**src/rtl/sid_mix_sched.sv**
```systemverilog
// sid_mix_sched: time-multiplexed SID voice mixer.
// One signed multiplier is shared by the three voice/envelope pairs. An
// accepted CLKen snapshots all inputs, the three slots are issued to the
// multiplier on consecutive cycles, the scaled products are summed into an
// 18-bit accumulator and the saturated 16-bit result is presented on OUTPUT
// together with a one-cycle VALID strobe.
// Optional feature macro: SID_MIX_MUTE_EN (adds the MUTE[2:0] per-voice mute).

module sid_mix_sched #(
    parameter int MUL_LAT  = 1,
    parameter int HEADROOM = 2
) (
    input  logic               CLK,
    input  logic               RSTn,
    input  logic               CLKen,
    input  logic [11:0]        VOICE0,
    input  logic [11:0]        VOICE1,
    input  logic [11:0]        VOICE2,
    input  logic [7:0]         ENV0,
    input  logic [7:0]         ENV1,
    input  logic [7:0]         ENV2,
`ifdef SID_MIX_MUTE_EN
    input  logic [2:0]         MUTE,
`endif
    output logic signed [15:0] OUTPUT,
    output logic               VALID,
    output logic               BUSY,
    output logic               MISSED
);

    typedef enum logic [1:0] {
        S_IDLE,
        S_ISSUE,
        S_DRAIN,
        S_DONE
    } state_t;

    state_t state;
    state_t state_next;

    logic [1:0]         slot;

    logic [11:0]        snap_voice0;
    logic [11:0]        snap_voice1;
    logic [11:0]        snap_voice2;
    logic [7:0]         snap_env0;
    logic [7:0]         snap_env1;
    logic [7:0]         snap_env2;
    logic [2:0]         mute_bits;
`ifdef SID_MIX_MUTE_EN
    logic [2:0]         snap_mute;
`endif

    logic [11:0]        sel_voice;
    logic [7:0]         sel_env;
    logic               sel_mute;
    logic signed [11:0] op_a_next;
    logic [7:0]         op_b_next;

    // Multiplier input register stage (maps onto the MAC input registers)
    logic signed [11:0] op_a;
    logic [7:0]         op_b;
    logic               op_vld;
    logic               op_last;

    logic signed [20:0] mul_a;
    logic signed [20:0] mul_b;
    logic signed [20:0] mul_p;

    // Product pipeline, MUL_LAT stages deep
    logic signed [20:0] prod_pipe [MUL_LAT];
    logic               vld_pipe  [MUL_LAT];
    logic               last_pipe [MUL_LAT];

    logic signed [20:0] prod_out;
    logic               prod_vld;
    logic               prod_last;

    logic signed [17:0] term;
    logic signed [17:0] acc;
    logic signed [15:0] acc_sat;

`ifdef SID_MIX_MUTE_EN
    assign mute_bits = snap_mute;
`else
    assign mute_bits = 3'b000;
`endif

    // Pick the snapshot operands for the slot currently being issued
    always_comb begin
        sel_voice = snap_voice0;
        sel_env   = snap_env0;
        sel_mute  = mute_bits[0];
        case (slot)
            2'd1: begin
                sel_voice = snap_voice1;
                sel_env   = snap_env1;
                sel_mute  = mute_bits[1];
            end
            2'd2: begin
                sel_voice = snap_voice2;
                sel_env   = snap_env2;
                sel_mute  = mute_bits[2];
            end
            default: ;
        endcase
        // Offset-binary to two's complement is just an MSB flip
        op_a_next = $signed({~sel_voice[11], sel_voice[10:0]});
        op_b_next = sel_env;
        if (sel_mute) begin
            op_a_next = 12'sd0;
            op_b_next = 8'd0;
        end
    end

    // Next-state logic for the issue/drain sequencer
    always_comb begin
        state_next = state;
        case (state)
            S_IDLE: begin
                if (CLKen) begin
                    state_next = S_ISSUE;
                end
            end
            S_ISSUE: begin
                if (slot == 2'd2) begin
                    state_next = S_DRAIN;
                end
            end
            S_DRAIN: begin
                if (prod_vld && prod_last) begin
                    state_next = S_DONE;
                end
            end
            S_DONE: begin
                state_next = S_IDLE;
            end
            default: begin
                state_next = S_IDLE;
            end
        endcase
    end

    // State register
    always_ff @(posedge CLK) begin
        if (!RSTn) begin
            state <= S_IDLE;
        end else begin
            state <= state_next;
        end
    end

    // Input snapshot and slot counter; the snapshot isolates the in-flight sample
    always_ff @(posedge CLK) begin
        if (!RSTn) begin
            slot        <= 2'd0;
            snap_voice0 <= 12'd0;
            snap_voice1 <= 12'd0;
            snap_voice2 <= 12'd0;
            snap_env0   <= 8'd0;
            snap_env1   <= 8'd0;
            snap_env2   <= 8'd0;
`ifdef SID_MIX_MUTE_EN
            snap_mute   <= 3'b000;
`endif
        end else begin
            if (state == S_IDLE && CLKen) begin
                slot        <= 2'd0;
                snap_voice0 <= VOICE0;
                snap_voice1 <= VOICE1;
                snap_voice2 <= VOICE2;
                snap_env0   <= ENV0;
                snap_env1   <= ENV1;
                snap_env2   <= ENV2;
`ifdef SID_MIX_MUTE_EN
                snap_mute   <= MUTE;
`endif
            end else if (state == S_ISSUE) begin
                slot <= (slot == 2'd2) ? 2'd0 : slot + 2'd1;
            end
        end
    end

    // Multiplier operand register, tagged with a valid bit and last-slot flag
    always_ff @(posedge CLK) begin
        if (!RSTn) begin
            op_a    <= 12'sd0;
            op_b    <= 8'd0;
            op_vld  <= 1'b0;
            op_last <= 1'b0;
        end else begin
            op_a    <= op_a_next;
            op_b    <= op_b_next;
            op_vld  <= (state == S_ISSUE);
            op_last <= (state == S_ISSUE) && (slot == 2'd2);
        end
    end

    // Sign-extend the voice and zero-extend the envelope to the product width
    always_comb begin
        mul_a = {{9{op_a[11]}}, op_a};
        mul_b = $signed({13'd0, op_b});
        mul_p = mul_a * mul_b;
    end

    // Product pipeline; valid bits follow the data so the drain knows when the last product lands
    always_ff @(posedge CLK) begin
        if (!RSTn) begin
            for (int i = 0; i < MUL_LAT; i++) begin
                prod_pipe[i] <= 21'sd0;
                vld_pipe[i]  <= 1'b0;
                last_pipe[i] <= 1'b0;
            end
        end else begin
            prod_pipe[0] <= mul_p;
            vld_pipe[0]  <= op_vld;
            last_pipe[0] <= op_last;
            for (int i = 1; i < MUL_LAT; i++) begin
                prod_pipe[i] <= prod_pipe[i-1];
                vld_pipe[i]  <= vld_pipe[i-1];
                last_pipe[i] <= last_pipe[i-1];
            end
        end
    end

    assign prod_out  = prod_pipe[MUL_LAT-1];
    assign prod_vld  = vld_pipe[MUL_LAT-1];
    assign prod_last = last_pipe[MUL_LAT-1];

    // Scale the product to 16 bits, apply headroom, and saturate the running sum
    always_comb begin
        term = 18'((prod_out >>> 4) >>> HEADROOM);
        if (acc > 18'sd32767) begin
            acc_sat = 16'sh7FFF;
        end else if (acc < -18'sd32768) begin
            acc_sat = 16'sh8000;
        end else begin
            acc_sat = acc[15:0];
        end
    end

    // Accumulator: cleared on an accepted request, adds each product as it emerges
    always_ff @(posedge CLK) begin
        if (!RSTn) begin
            acc <= 18'sd0;
        end else if (state == S_IDLE && CLKen) begin
            acc <= 18'sd0;
        end else if (prod_vld) begin
            acc <= acc + term;
        end
    end

    // Output register, VALID/BUSY handshake and dropped-request strobe
    always_ff @(posedge CLK) begin
        if (!RSTn) begin
            OUTPUT <= 16'sd0;
            VALID  <= 1'b0;
            BUSY   <= 1'b0;
            MISSED <= 1'b0;
        end else begin
            VALID  <= 1'b0;
            MISSED <= CLKen && (state != S_IDLE);
            if (state == S_IDLE && CLKen) begin
                BUSY <= 1'b1;
            end
            if (state == S_DONE) begin
                OUTPUT <= acc_sat;
                VALID  <= 1'b1;
                BUSY   <= 1'b0;
            end
        end
    end

endmodule

```
**config.mk**
```make
export PLATFORM = sky130hd
export DESIGN_NAME = sid_mix_sched
export DESIGN_NICKNAME = d
export VERILOG_FILES = /design/src/rtl/sid_mix_sched.sv
export SDC_FILE = /design/constraint.sdc
export NUM_CORES = 1
export LEC_CHECK = 0
export CAP_MARGIN = 20
export CELL_PAD_IN_SITES_DETAIL_PLACEMENT = 1
export CELL_PAD_IN_SITES_GLOBAL_PLACEMENT = 2
export CORE_MARGIN = 10
export CORE_UTILIZATION = 39
export CTS_BUF_LIST = sky130_fd_sc_hd__clkbuf_16
export DETAILED_ROUTE_END_ITERATION = 10
export HOLD_SLACK_MARGIN = 0.1
export PLACE_DENSITY_LB_ADDON = 0.15
export RECOVER_POWER = 25
export SLEW_MARGIN = 20
export SYNTH_ARGS = -nofsm -noshare
export SYNTH_HDL_FRONTEND = slang
export SYNTH_SLANG_ARGS = --single-unit
```
**constraint.sdc**
```tcl
create_clock -name CLK -period 8.6 [get_ports CLK]
set_clock_uncertainty 0.2 [all_clocks]
set_input_delay 0.86 -clock CLK [delete_from_list [all_inputs] [get_ports CLK]]
set_output_delay 0.86 -clock CLK [all_outputs]
set_load 0.01 [all_outputs]
```
==> flow_summary.ini <==
[drt]
first_pass_iters = 4
num_vias = 7167
drt_wl_total_mm = 24.0
drc = 0
vias_per_cell = 4.90
avgRoutedWirePerCell_um = 16.4
drtIter0Drc = 291
antenna_left = 0

[hold_path]
hold_path_class = register to register

[global_route]
grt_pass1_wl_mm = 40.6
use_met2 = 0.268
top_usage_layer = met2
track_usage = 0.163
grtUsageMet1 = 0.214
grt_max_degree = 108
antenna_found_initial = 0
grt_pass1_vias = 7705
overflow = 0
use_met3 = 0.0313

[logic_synthesis]
synth_cells = 1074
syn_area_per_cell_um2 = 8.77
netlist-cell-type-count = 55
netlist_area_um2 = 9420
yosysSeqAreaShare = 0.298
async_reset_ff_frac = 0
synth_edf_count = 0
ys_ff_latch = 140
synth_flop_cell = dfxtp_1
yosys_warnings = 0
synth_fp_nets = 1278

[floorplanning]
core-area_um2 = 23600
dieWidth_um = 175
die_height_um = 175
start_util = 0.399
ios = 82
rows = 56
die-area_um2 = 30800

[clock_tree]
cts-root-buf = clkbuf_16
postCtsSetupBuffers = 0
numCtsBuffers = 17
tritoncts = yes
worstSkewPairLatency_ps = 430
cts_resized = 0
cts_sinks = 140
cts.htree.levels = 4
cts_hold_buf = 0
clkSlewWorstSetupHoldPaths_ps = 60
cts_buffer_depth = 2

[critical_path]
arrival_ps = 6040
critPathLaunchType = input port
critPathMaxStageDelay_ps = 2800
end_kind = register
path_common_cell = nand2_1
crit_path_cell_trace = buf_2 > clkbuf_1 > nand2_1 > nor2_1 > nand2_1 > o21ai_1
crit_required_ps = 8740
crit_path_top_delay_cell = clkbuf_1
worstSetupPathType = input port to register
cp_max_fo = 107
crit_buf_inv = 2
crit_family = buffers and inverters

[sta]
relSlewSlack = -1.68
fin_crit_sh = 0.687
period_minus_slack_ps = 5910
setup_tns_ps = 0
tightest_slew_ps = 4020
drv_slew = 108
setup_viol = 0
hold_viol = 0
clock.fmax_mhz = 169
grt_setup_unrepaired = no

[run_status]
outcome = finished, violations left
failed_checks = max-capacitance violations, max-slew violations

[final_layout]
nNetsFinal = 1335
diodes = 0
synthToLayoutAreaGrowth_pct = 17.2
layout.filler_cells = 2790
drive_gt1_frac = 0.0542
layoutNonFillerInstCount = 1462

[power]
vdd_ir_drop_max_uv = 96.6
p_per_area_nw_per_um2 = 220
p_leak_nw = 4.87

[placed_design]
dpl.cell_count = 1431
place_congestion = 0.802
io_buffer_count = 81
dp_hpwl_mm = 18.4

[run]
maxCapViolCount = 1
==> per-layer routing <==
metal / wire length [um] / part of all wire / vias up
li1: - / - / 3559
met5: 0 / 0 / -
met1: 11700 / 0.49 / 3515
met3: 656 / 0.027 / 18
met2: 11300 / 0.47 / 75
met4: 295 / 0.012 / 0
==> cells by family (layout without fill, tap and decap cells) <==
logic type               Yosys count  after routing  synth area share
multiplexers                      12             12            0.0129
AND/OR/NAND/NOR                  371            371             0.180
adder cells (fa/ha/maj)          141            141             0.250
AO/OA/AOI/OAI                    200            200             0.160
XOR/XNOR                          31             31            0.0288
flip-flops                       140            140             0.298
buffers and inverters            179            248            0.0714
==> cell type report <==
cell class | instances | area (um2) | area share
clock buffers | 17 | 425 | 0.0385
clock inverters | 14 | 123 | 0.0111
inverters | 129 | 484 | 0.0439
multi-input cells | 755 | 5950 | 0.539
flip-flops and latches | 140 | 2800 | 0.254
well taps | 319 | 399 | 0.0362
repair buffers | 88 | 855 | 0.0774
==> synthesized netlist by cell type, types with 19 or more instances <==
master    number  share of area
nand2_1      222          0.089
dfxtp_1      140           0.30
inv_1        129          0.051
fa_1          78           0.17
and2_1        67          0.045
ha_1          63          0.084
a21boi_0      60          0.048
clkbuf_1      48          0.019
nor2_1        40          0.016
o21ai_0       23          0.012
a21oi_1       22          0.012
a22oi_1       20          0.016
o211a_1       19          0.020
xnor2_1       19          0.018
==> worst paths after layout <==
check	from	endpoint	slack, ps	cells after the start
worst max register to register	op_b[5]$_SDFF_PN0_	prod_pipe[0][18]$_SDFF_PN0_	3560	15
worst min-delay path	op_last$_SDFF_PN0_	last_pipe[0]$_DFF_P_	240	1
worst max-delay path	RSTn	acc[16]$_SDFFE_PP0P_	2690	6
worst min register to register	op_last$_SDFF_PN0_	last_pipe[0]$_DFF_P_	240	1
==> metrics by stage <==
step	setup slack (ps)	util	hold slack, ps	cell area (um2)	power [mW]
floorplan	3860	-	206	9420	1.47
global placement	3640	0.444	215	10500	1.73
detailed placement	3600	0.444	225	10500	1.76
CTS	3590	0.467	238	11000	2.47
global route	1820	0.467	264	11000	2.62
finish	2690	0.467	235	11000	2.43
==> cell usage in the layout, fill, tap and decap left out, types with 22 or more instances in the layout <==
| master | instances |
|---|---|
| a21boi_0 | 60 |
| a21oi_1 | 22 |
| and2_1 | 63 |
| clkdlybuf4s50_1 | 80 |
| dfxtp_1 | 140 |
| fa_1 | 78 |
| ha_1 | 63 |
| inv_1 | 129 |
| nand2_1 | 221 |
| nor2_1 | 40 |
| o21ai_0 | 23 |
==> registers in the layout, indices dropped and copies added (netlist names), 2 cells and up <==
name,count
op_a,12
op_b,8
snap_voice2,12
state,2
prod_pipe,15
acc,18
snap_env1,8
snap_env0,8
slot,2
snap_voice0,12
snap_voice1,12
OUTPUT,16
snap_env2,8
==> report_power, final <==
part / switching (mW) / internal (mW)
registers: 0.116 / 0.758
logic: 0.508 / 0.347
clock network: 0.304 / 0.397
Note: power is estimated with default switching activity, not from simulation.
